File: src/rtl/multi_debouncer.sv
`default_nettype none
// ============================================================================
// Module   : multi_debouncer
// Purpose  : Multi-channel input debouncer with synchroniser, stability
//            counter, rise/fall strobes and optional auto-repeat strobe.
//            Optional feature macro: MULTI_DEBOUNCER_REPEAT_EN
// Revision : 1.0 - initial release
// ============================================================================
module multi_debouncer #(
    parameter int CHANNELS      = 4,
    parameter int STABLE_CYCLES = 1000000,
    parameter int SYNC_STAGES   = 2,
    parameter int REPEAT_DELAY  = 50000000,
    parameter int REPEAT_PERIOD = 10000000
) (
    input  logic                clk,
    input  logic                res,
    input  logic [CHANNELS-1:0] in,
    output logic [CHANNELS-1:0] level,
    output logic [CHANNELS-1:0] rise,
    output logic [CHANNELS-1:0] fall,
    output logic [CHANNELS-1:0] rpt,
    output logic                any_event
);

    localparam int c_cnt_w = (STABLE_CYCLES > 1) ? $clog2(STABLE_CYCLES) : 1;
    localparam logic [c_cnt_w-1:0] c_cnt_max = c_cnt_w'(STABLE_CYCLES - 1);

    if (CHANNELS < 1 || STABLE_CYCLES < 1 || SYNC_STAGES < 2 ||
        REPEAT_DELAY < 1 || REPEAT_PERIOD < 1) begin : g_bad_params
        $error("multi_debouncer: illegal parameter combination");
    end

    for (genvar g = 0; g < CHANNELS; g++) begin : g_ch
        logic [SYNC_STAGES-1:0] r_sync;
        logic [c_cnt_w-1:0]     r_cnt;
        logic                   r_level;
        logic                   r_rise;
        logic                   r_fall;
        logic                   w_s;
        logic                   w_upd;

        assign w_s   = r_sync[SYNC_STAGES-1];
        // The level flips only after the synchronised input has disagreed
        // with it for STABLE_CYCLES consecutive samples.
        assign w_upd = (w_s != r_level) && (r_cnt == c_cnt_max);

        always_ff @(posedge clk) begin
            if (res) begin
                r_sync  <= '0;
                r_cnt   <= '0;
                r_level <= 1'b0;
                r_rise  <= 1'b0;
                r_fall  <= 1'b0;
            end else begin
                r_sync <= {r_sync[SYNC_STAGES-2:0], in[g]};
                r_rise <= 1'b0;
                r_fall <= 1'b0;
                if (w_s == r_level) begin
                    r_cnt <= '0;
                end else if (w_upd) begin
                    r_level <= w_s;
                    r_cnt   <= '0;
                    r_rise  <= w_s;
                    r_fall  <= ~w_s;
                end else begin
                    r_cnt <= r_cnt + 1'b1;
                end
            end
        end

        assign level[g] = r_level;
        assign rise[g]  = r_rise;
        assign fall[g]  = r_fall;

`ifdef MULTI_DEBOUNCER_REPEAT_EN
        localparam int c_rmax = (REPEAT_DELAY > REPEAT_PERIOD) ? REPEAT_DELAY : REPEAT_PERIOD;
        localparam int c_rw   = (c_rmax > 1) ? $clog2(c_rmax + 1) : 1;
        localparam logic [c_rw-1:0] c_del_m1 = c_rw'(REPEAT_DELAY - 1);
        localparam logic [c_rw-1:0] c_per_m1 = c_rw'(REPEAT_PERIOD - 1);

        logic [c_rw-1:0] r_rcnt;
        logic            r_rphase;
        logic            r_rpt;

        // r_rphase selects the initial delay (0) or the steady repeat period (1).
        always_ff @(posedge clk) begin
            if (res) begin
                r_rcnt   <= '0;
                r_rphase <= 1'b0;
                r_rpt    <= 1'b0;
            end else begin
                r_rpt <= 1'b0;
                if (w_upd) begin
                    r_rcnt   <= '0;
                    r_rphase <= 1'b0;
                end else if (r_level) begin
                    if (r_rcnt == (r_rphase ? c_per_m1 : c_del_m1)) begin
                        r_rpt    <= 1'b1;
                        r_rcnt   <= '0;
                        r_rphase <= 1'b1;
                    end else begin
                        r_rcnt <= r_rcnt + 1'b1;
                    end
                end
            end
        end

        assign rpt[g] = r_rpt;
`else
        assign rpt[g] = 1'b0;
`endif
    end

    assign any_event = |(rise | fall);

endmodule
`default_nettype wire

File: config.mk
export PLATFORM = sky130hd
export DESIGN_NAME = multi_debouncer
export DESIGN_NICKNAME = d
export VERILOG_FILES = /design/src/rtl/multi_debouncer.sv
export SDC_FILE = /design/constraint.sdc
export NUM_CORES = 1
export LEC_CHECK = 0
export ABC_AREA = 0
export CAP_MARGIN = 20
export CORE_MARGIN = 4
export CORE_UTILIZATION = 58
export CTS_BUF_LIST = sky130_fd_sc_hd__clkbuf_8
export DETAILED_ROUTE_END_ITERATION = 6
export DONT_BUFFER_PORTS = 1
export GPL_TIMING_DRIVEN = 0
export HOLD_SLACK_MARGIN = 0.1
export PLACE_DENSITY = 0.79
export REMOVE_ABC_BUFFERS = 1
export SLEW_MARGIN = 20
export SYNTH_ARGS = -nofsm -noshare
export SYNTH_HDL_FRONTEND = slang
export SYNTH_SLANG_ARGS = --single-unit
File: constraint.sdc
create_clock -name clk -period 2.04 [get_ports clk]
set_input_delay 0.306 -clock clk [delete_from_list [all_inputs] [get_ports clk]]
set_output_delay 0.306 -clock clk [all_outputs]
set_load 0.02 [all_outputs]
==> results of run 1 <==
## cell usage after synthesis, types with 2 or more instances
master and number:
nand2b_1 4, or4_1 15, nand3_1 27, nand4_1 25
or4b_1 2, nor2_2 10, nor2b_1 9, dfxtp_1 100
nor2_1 48, or3_1 15, inv_1 14, or2_2 2
clkbuf_1 13, and2_1 8, xnor2_1 19, xor2_1 31
buf_4 17, nand2_1 21, a21oi_1 29, ha_1 4
nor4_1 15, o21ai_0 19, nor3_1 5, o31ai_1 10
and4_1 8, and3_1 9
## power by group through the flow
| stage | sequential, mW | combinational (mW) | clock (mW) |
|---|---|---|---|
| final | 1.97 | 0.0612 | 1.37 |
| after floorplan | 2.01 | 0.0297 | 0 |
| after CTS | 1.97 | 0.0550 | 1.40 |
| after detailed placement | 2.01 | 0.0371 | 0 |
| after global routing | 1.97 | 0.0671 | 1.47 |
| after global placement | 2.01 | 0.0349 | 0 |
## through the flow
stage	worst slack [ps]	utilization, %	setup TNS (ps)
after floorplan	-358	-	-7190
after global placement	-1030	59.2	-28270
after detailed placement	-260	59.4	-6120
after CTS	15.7	63.9	0
after global routing	-55.8	65.5	-689
final	-13.8	65.5	-55.8
## state kept, by name (all words and copies together), names as in the netlist
register / flops
g_ch.r_cnt: 80
g_ch.r_sync: 8
g_ch.r_level: 4
g_ch.r_fall: 4
g_ch.r_rise: 4
## how the worst min path moves through the flow
stage / from / end
2_1_floorplan: res / g_ch[0].r_level
3_3_place_gp: res / g_ch[0].r_level
3_5_place_dp: res / g_ch[3].r_level
4_1_cts: res / g_ch[0].r_fall
5_1_grt: res / g_ch[3].r_cnt[1]
6_report: res / g_ch[0].r_rise
## repair_timing
action	CTS	global route
setup buffers	3	5
gates resized for setup	2	12
hold buffers	5	0
pin swaps	2	5
setup endpoints to repair	40	71
hold endpoints to repair	15	0
cloned	0	2
## routing by layer
| layer | track usage (%) | share of wire, % |
|---|---|---|
| met4 | 7.69 | 1.4 |
| met3 | 5.05 | 4.0 |
| met1 | 23.9 | 48 |
| met5 | 0 | 0 |
| met2 | 31.2 | 46 |
## cell families (layout without fill, tap and decap cells)
kind of cell,count (synthesis),count (layout)
XOR/XNOR,50,50
flip-flops,100,100
adder cells (fa/ha/maj),4,4
other,1,4
AND/OR/NAND/NOR,228,228
buffers and inverters,47,46
AO/OA/AOI/OAI,64,64
## worst max-delay path, stage by stage (launching register included)
cell       delay [ps]
dfxtp_2           340
or4_4             540
or4_4             550
o21ai_4           280
clkbuf_16         200
a21oi_1            40
## final cells by class
cell class | instances | area [µm²] | share of cell area [%]
Inverter | 14 | 52.6 | 1.09
Clock inverter | 6 | 80.1 | 1.67
Timing Repair Buffer | 16 | 186 | 3.88
Clock buffer | 10 | 138 | 2.87
Multi-Input combinational cell | 350 | 2210 | 46.1
Sequential cell | 100 | 2010 | 41.8
Tap cell | 99 | 124 | 2.58
==> parameters.txt, run 1 <==
Parameter                              Value

Critical path
  Crit Path Category    reg2reg
  Critical Path Fanout Max    5
  Setup crit end kind    flip-flop
  Worst-case reg-to-reg path depth    5
  R2R setup slack    -10 ps
  Data required time of the critical path    2300 ps
  Startpoint of the worst register-to-register path    g_ch[3].r_cnt[10]
  Startpoint class of the critical path    flip-flop
  Termination of the worst setup path    g_ch[3].r_cnt[16]
  FF-to-FF End    g_ch[3].r_cnt[16]
  Arrival time reported for the critical path endpoint    approximately 2300 ps
  Startpoint of the worst setup timing path    g_ch[3].r_cnt[10]

Yosys
  Combinational family with the most area after synthesis    simple AND/OR/NAND/NOR gates
  Xor and xnor area share after synthesis    9.95%
  Proportion of synthesized chip area in sequential cells    ~45%
  Most used flip-flop cell after synthesis    dfxtp_1
  Cells after synthesis    just under 500
  Cells taking the most area after synthesis    dfxtp_1 45%, xor2_1 6.2%, nor2_1 4.1%
  Async set or reset register ratio after synthesis    0%
  Post-synthesis simple-gate area fraction    29.0%
  Number of distinct standard cells referenced by the synthesized netlist    ~40
  Number of register bits inferred by synthesis    100
  Adder-cell share of the synthesized area    1.14%
  Number of enable flip-flop cells after synthesis    0
  Multiplexer area fraction after synthesis    0%
  Number of synthesis warnings    0
  Synth Area in Compound Gates    8.67%
  Cell type with the highest aggregate area in the netlist    dfxtp_1
  Area share of the leading cell type in the synthesized netlist    45.5%
  Post-synthesis instance area    4400 µm²
  Syn avg cell area    around 8.9 µm²

Clock network
  Bufs on Longest Clock Path    2
  TritonCTS Sinks    100
  Clock transition time at the flip-flop clock pins of the worst setup and hold paths    about 90 ps
  H-tree depth reported by CTS    3
  Root Driver    clkbuf_8
  Total clock buffers created by CTS    9
  Source-to-sink clock delay at the later pin of the worst-skew pair    370 ps
  TritonCTS clock tree    done

Timing
  Peak Freq    0.487 GHz
  Setup repair after global routing missed its margin    true
  Hold slack final    170 ps
  Post-layout worst setup margin    -13.8 ps
  Pins Over Slew Limit    0
  Max-Slew Margin vs Limit    55.5%
  Final Skew    4.78 ps
  Number of failing hold endpoints at the final stage    0
  Number of setup violations in the final report    6
  Slew at the pin closest to its max-slew limit    666 ps
  Time the worst path needs with I/O delays and setup    2050 ps
  Period utilisation layout    101%

Worst hold path
  Hold path depth    3
  Worst hold path type    in2reg

Floorplan
  Number of top-level design ports    23
  Standard-cell rows    31
  Die width    95.1 µm
  Initial Util    60.0%
  Core footprint    7330 µm²
  Floorplan die area    9040 µm²
  Chip height    95.1 µm

Final layout
  Cell area after layout    4800 µm²
  Highest-count cells in the layout ignoring fill and taps    96 x dfxtp_1, 48 x nor2_1, 31 x xor2_1
  Nets@finish    approximately 500
  Post-route insts no fill    595
  Area delta synth->final    9.13%
  Ant. Diodes    0
  Share of post-route cells with drive strength above 1    11.1%
  Fill cell instance count of the final layout    563
  Leading cell type in the layout, fill and taps excluded    dfxtp_1

Routing
  Initial DRC Count    ~160
  DR DRC count    0
  Number of iterations in the first detailed-routing pass    5
  Overall via count from detail_route    3,406
  Total detailed-routing wirelength    between 8 and 9 mm
  Avg Vias per Cell    5.72
  Average wire per cell in the routed design    14.0 µm
  Number of nets with antenna violations after detailed routing    0

Power
  Maximum ir drop on the vdd rail    0.511 mV
  Lkg Pwr    between 1 and 1.5 nW
  Reported net switching power    0.692 mW
  Combinational fraction of design power    under 10%
  Power consumption    3.39 mW
  Relative contribution of the clock network to total power    40.3%
  Part of the power in registers    57.9%
  Ratio of total power to cell area    707 nW/µm²
  Cell internal power dissipation    2.70 mW
  Net Sw Frac    20.4%

Global route
  Global Route Usage Sum    19.1%
  Total global routing overflow    0
  Number of global-route vias before repair    3,123
  Wire length of the first global-routing pass    13.7 mm
  Number of antenna violations at the first check in global routing    0
  Largest net degree at the start of global routing    20

Place
  Number of cells in the design after placement    564
  Placed cell area    4360 µm²
  Routability congestion estimate    0.793
  DP HPWL    5.38 mm
  PortBufs    0

Outcome
  Violations in the final reports    setup timing
  Outcome    finished, violations left

Flow run
  Count of maximum capacitance violations    0
(Power assumes the default switching activity.)
==> run 2: changes to the inputs <==
--- a/config.mk
+++ b/config.mk
@@ -6,6 +6,7 @@
 export NUM_CORES = 1
 export LEC_CHECK = 0
 export ABC_AREA = 0
+export ABC_CLOCK_PERIOD_IN_PS = 2040
 export CAP_MARGIN = 20
 export CORE_MARGIN = 4
 export CORE_UTILIZATION = 58
@@ -16,6 +17,8 @@
 export HOLD_SLACK_MARGIN = 0.1
 export PLACE_DENSITY = 0.79
 export REMOVE_ABC_BUFFERS = 1
+export SETUP_SLACK_MARGIN = 0.05
+export SKIP_LAST_GASP = 1
 export SLEW_MARGIN = 20
 export SYNTH_ARGS = -nofsm -noshare
 export SYNTH_HDL_FRONTEND = slang
==> run 2 against run 1 <==
  * The run still ends with setup timing left
  * Via count grew 2.6%
  * Critical path depth did not move
  * Utilization increased by 1.8 points
  * Maximum frequency is essentially flat
==> parameters.txt, run 2 (synthesis gave the netlist of run 1 again) <==
Parameter                              Value

Clock network
  Root Driver    clkbuf_8
  TritonCTS clock tree    done
  Clock transition time at the flip-flop clock pins of the worst setup and hold paths    90 ps
  TritonCTS Sinks    100
  Source-to-sink clock delay at the later pin of the worst-skew pair    370 ps
  Total clock buffers created by CTS    9
  Bufs on Longest Clock Path    2
  H-tree depth reported by CTS    3

Worst hold path
  Hold Path Sink    g_ch[1].r_cnt[4]
  Worst hold path type    in2reg
  Hold path depth    2
  Worst hold start    res

Place
  Number of cells in the design after placement    ~560
  Routability congestion estimate    0.793
  Placed cell area    4360 µm²
  DP HPWL    5.38 mm
  PortBufs    0

Critical path
  Crit Path Category    reg2reg
  Startpoint class of the critical path    flip-flop
  Setup crit end kind    flip-flop
  R2R setup slack    -10 ps
  Arrival time reported for the critical path endpoint    2310 ps
  FF-to-FF End    g_ch[3].r_cnt[16]
  Cell occurring most often along the worst timing path    or4_4
  Startpoint of the worst register-to-register path    g_ch[3].r_cnt[8]
  Worst-case reg-to-reg path depth    5
  Cell at the slowest stage of the critical path    or4_4
  Critical Path Fanout Max    5
  Data required time of the critical path    approximately 2300 ps
  Slowest cell delay on critical path    550 ps
  Cell breakdown of the critical path    or4_4 > or4_4 > o21ai_4 > clkbuf_16 > a21oi_1

Final layout
  Highest-count cells in the layout ignoring fill and taps    93 x dfxtp_1, 41 x nor2_1, 31 x xor2_1
  Cell area after layout    ~4900 µm²
  Flip-flop count of the largest register, all copies and words added    80
  Final core utilization    roughly 67%
  Top reg by flops    g_ch.r_cnt
  Post-route insts no fill    601
  Leading cell type in the layout, fill and taps excluded    dfxtp_1
  Biggest registers after layout    g_ch.r_cnt: 80 flops, g_ch.r_sync: 8 flops
  Area delta synth->final    12.1%
  Share of post-route cells with drive strength above 1    14.5%
  Fill cell instance count of the final layout    548
  Ant. Diodes    0
  Nets@finish    between 500 and 600

Timing
  Number of failing hold endpoints at the final stage    0
  Peak Freq    ~0.5 GHz
  Time the worst path needs with I/O delays and setup    2050 ps
  Period utilisation layout    101%
  Post-layout worst setup margin    -12.8 ps
  Hold slack final    180 ps
  Final Skew    11.1 ps
  Pins Over Slew Limit    0
  Slew at the pin closest to its max-slew limit    between 600 and 700 ps
  Max-Slew Margin vs Limit    55.5%
  Number of setup violations in the final report    6
  Setup repair after global routing missed its margin    true

Routing
  Number of nets with antenna violations after detailed routing    0
  Avg Vias per Cell    5.81
  Overall via count from detail_route    between 3,000 and 4,000
  Average wire per cell in the routed design    between 10 and 15 µm
  Initial DRC Count    163
  DR DRC count    0
  Highest metal layer with signal wires    met4
  Met2 Wirelength    4.40 mm
  Met3 wire len    a little under 500 µm
  Total detailed-routing wirelength    9.00 mm
  Wire length the detailed router placed on met1    3.96 mm
  Number of iterations in the first detailed-routing pass    5

Outcome
  Violations in the final reports    setup timing
  Outcome    finished, violations left

Floorplan
  Die width    about 95 µm
  Initial Util    60.0%
  Standard-cell rows    31
  Chip height    95.1 µm
  Core footprint    7330 µm²
  Floorplan die area    9040 µm²
  Number of top-level design ports    23

Global route
  Largest net degree at the start of global routing    20
  Number of antenna violations at the first check in global routing    0
  Number of global-route vias before repair    3,128
  Total global routing overflow    0
  Global Route Usage Sum    19.4%
  Wire length of the first global-routing pass    13.9 mm

Flow run
  Count of maximum capacitance violations    0

Power
  Maximum ir drop on the vdd rail    0.511 mV
  Lkg Pwr    1.53 nW
  Ratio of total power to cell area    689 nW/µm²
  Power consumption    about 3.4 mW
==> run 2: where the power goes <==
part | switching (mW) | total [mW] | internal [mW]
clock network | 0.647 | 1.36 | 0.716
logic | 0.0383 | 0.0681 | 0.0298
registers | 0.00690 | 1.97 | 1.96
==> run 2: how the worst max path moves through the flow <==
stage / start / endpoint / slack, ps / depth (start not counted)
3_3_place_gp: g_ch[0].r_cnt[14] / g_ch[0].r_cnt[5] / -1030 / 4
6_report: g_ch[3].r_cnt[8] / g_ch[3].r_cnt[16] / -10 / 5
2_1_floorplan: g_ch[0].r_cnt[14] / g_ch[0].r_cnt[10] / -360 / 4
5_1_grt: g_ch[3].r_cnt[10] / g_ch[3].r_cnt[16] / -50 / 5
4_1_cts: g_ch[3].r_cnt[7] / g_ch[3].r_cnt[14] / 40 / 5
3_5_place_dp: g_ch[1].r_cnt[8] / g_ch[1].r_cnt[6] / -260 / 4
==> run 2: what timing repair did <==
action,CTS,global route
setup endpoints to repair,42,71
buffers inserted,3,10
hold endpoints to repair,15,0
cloned,0,3
gates resized for setup,5,29
pin swaps,3,21
hold buffers,5,0
==> run 2: area by class of cell <==
| cell class | instances | area [µm²] | area share (%) |
|---|---|---|---|
| clock buffer | 10 | 138 | 2.79 |
| clock inverter | 6 | 80.1 | 1.62 |
| inverter | 14 | 52.6 | 1.07 |
| multi-input combinational | 350 | 2280 | 46.2 |
| sequential | 100 | 2010 | 40.8 |
| tap | 99 | 124 | 2.51 |
| timing repair buffer | 22 | 249 | 5.05 |
==> run 2: layer usage <==
metal  vias up  track usage, %
met5         -               0
met4         0            7.81
met3        18            5.05
met2        96            31.6
met1      1632            24.3
li1       1747               -
==> run 2: stage by stage <==
stage | worst slack, ps | TNS (ps)
after CTS | 41.6 | 0
after detailed placement | -260 | -6120
final | -12.8 | -49.2
after global placement | -1030 | -28270
after global routing | -51.1 | -811
after floorplan | -358 | -7190
==> run 2: critical path: cells and delay by family, from the launching register on <==
family                 cells  cell delay (ps)
AND/OR/NAND/NOR            2             1080
flip-flops                 1              360
AO/OA/AOI/OAI              2              310
buffers and inverters      1              190
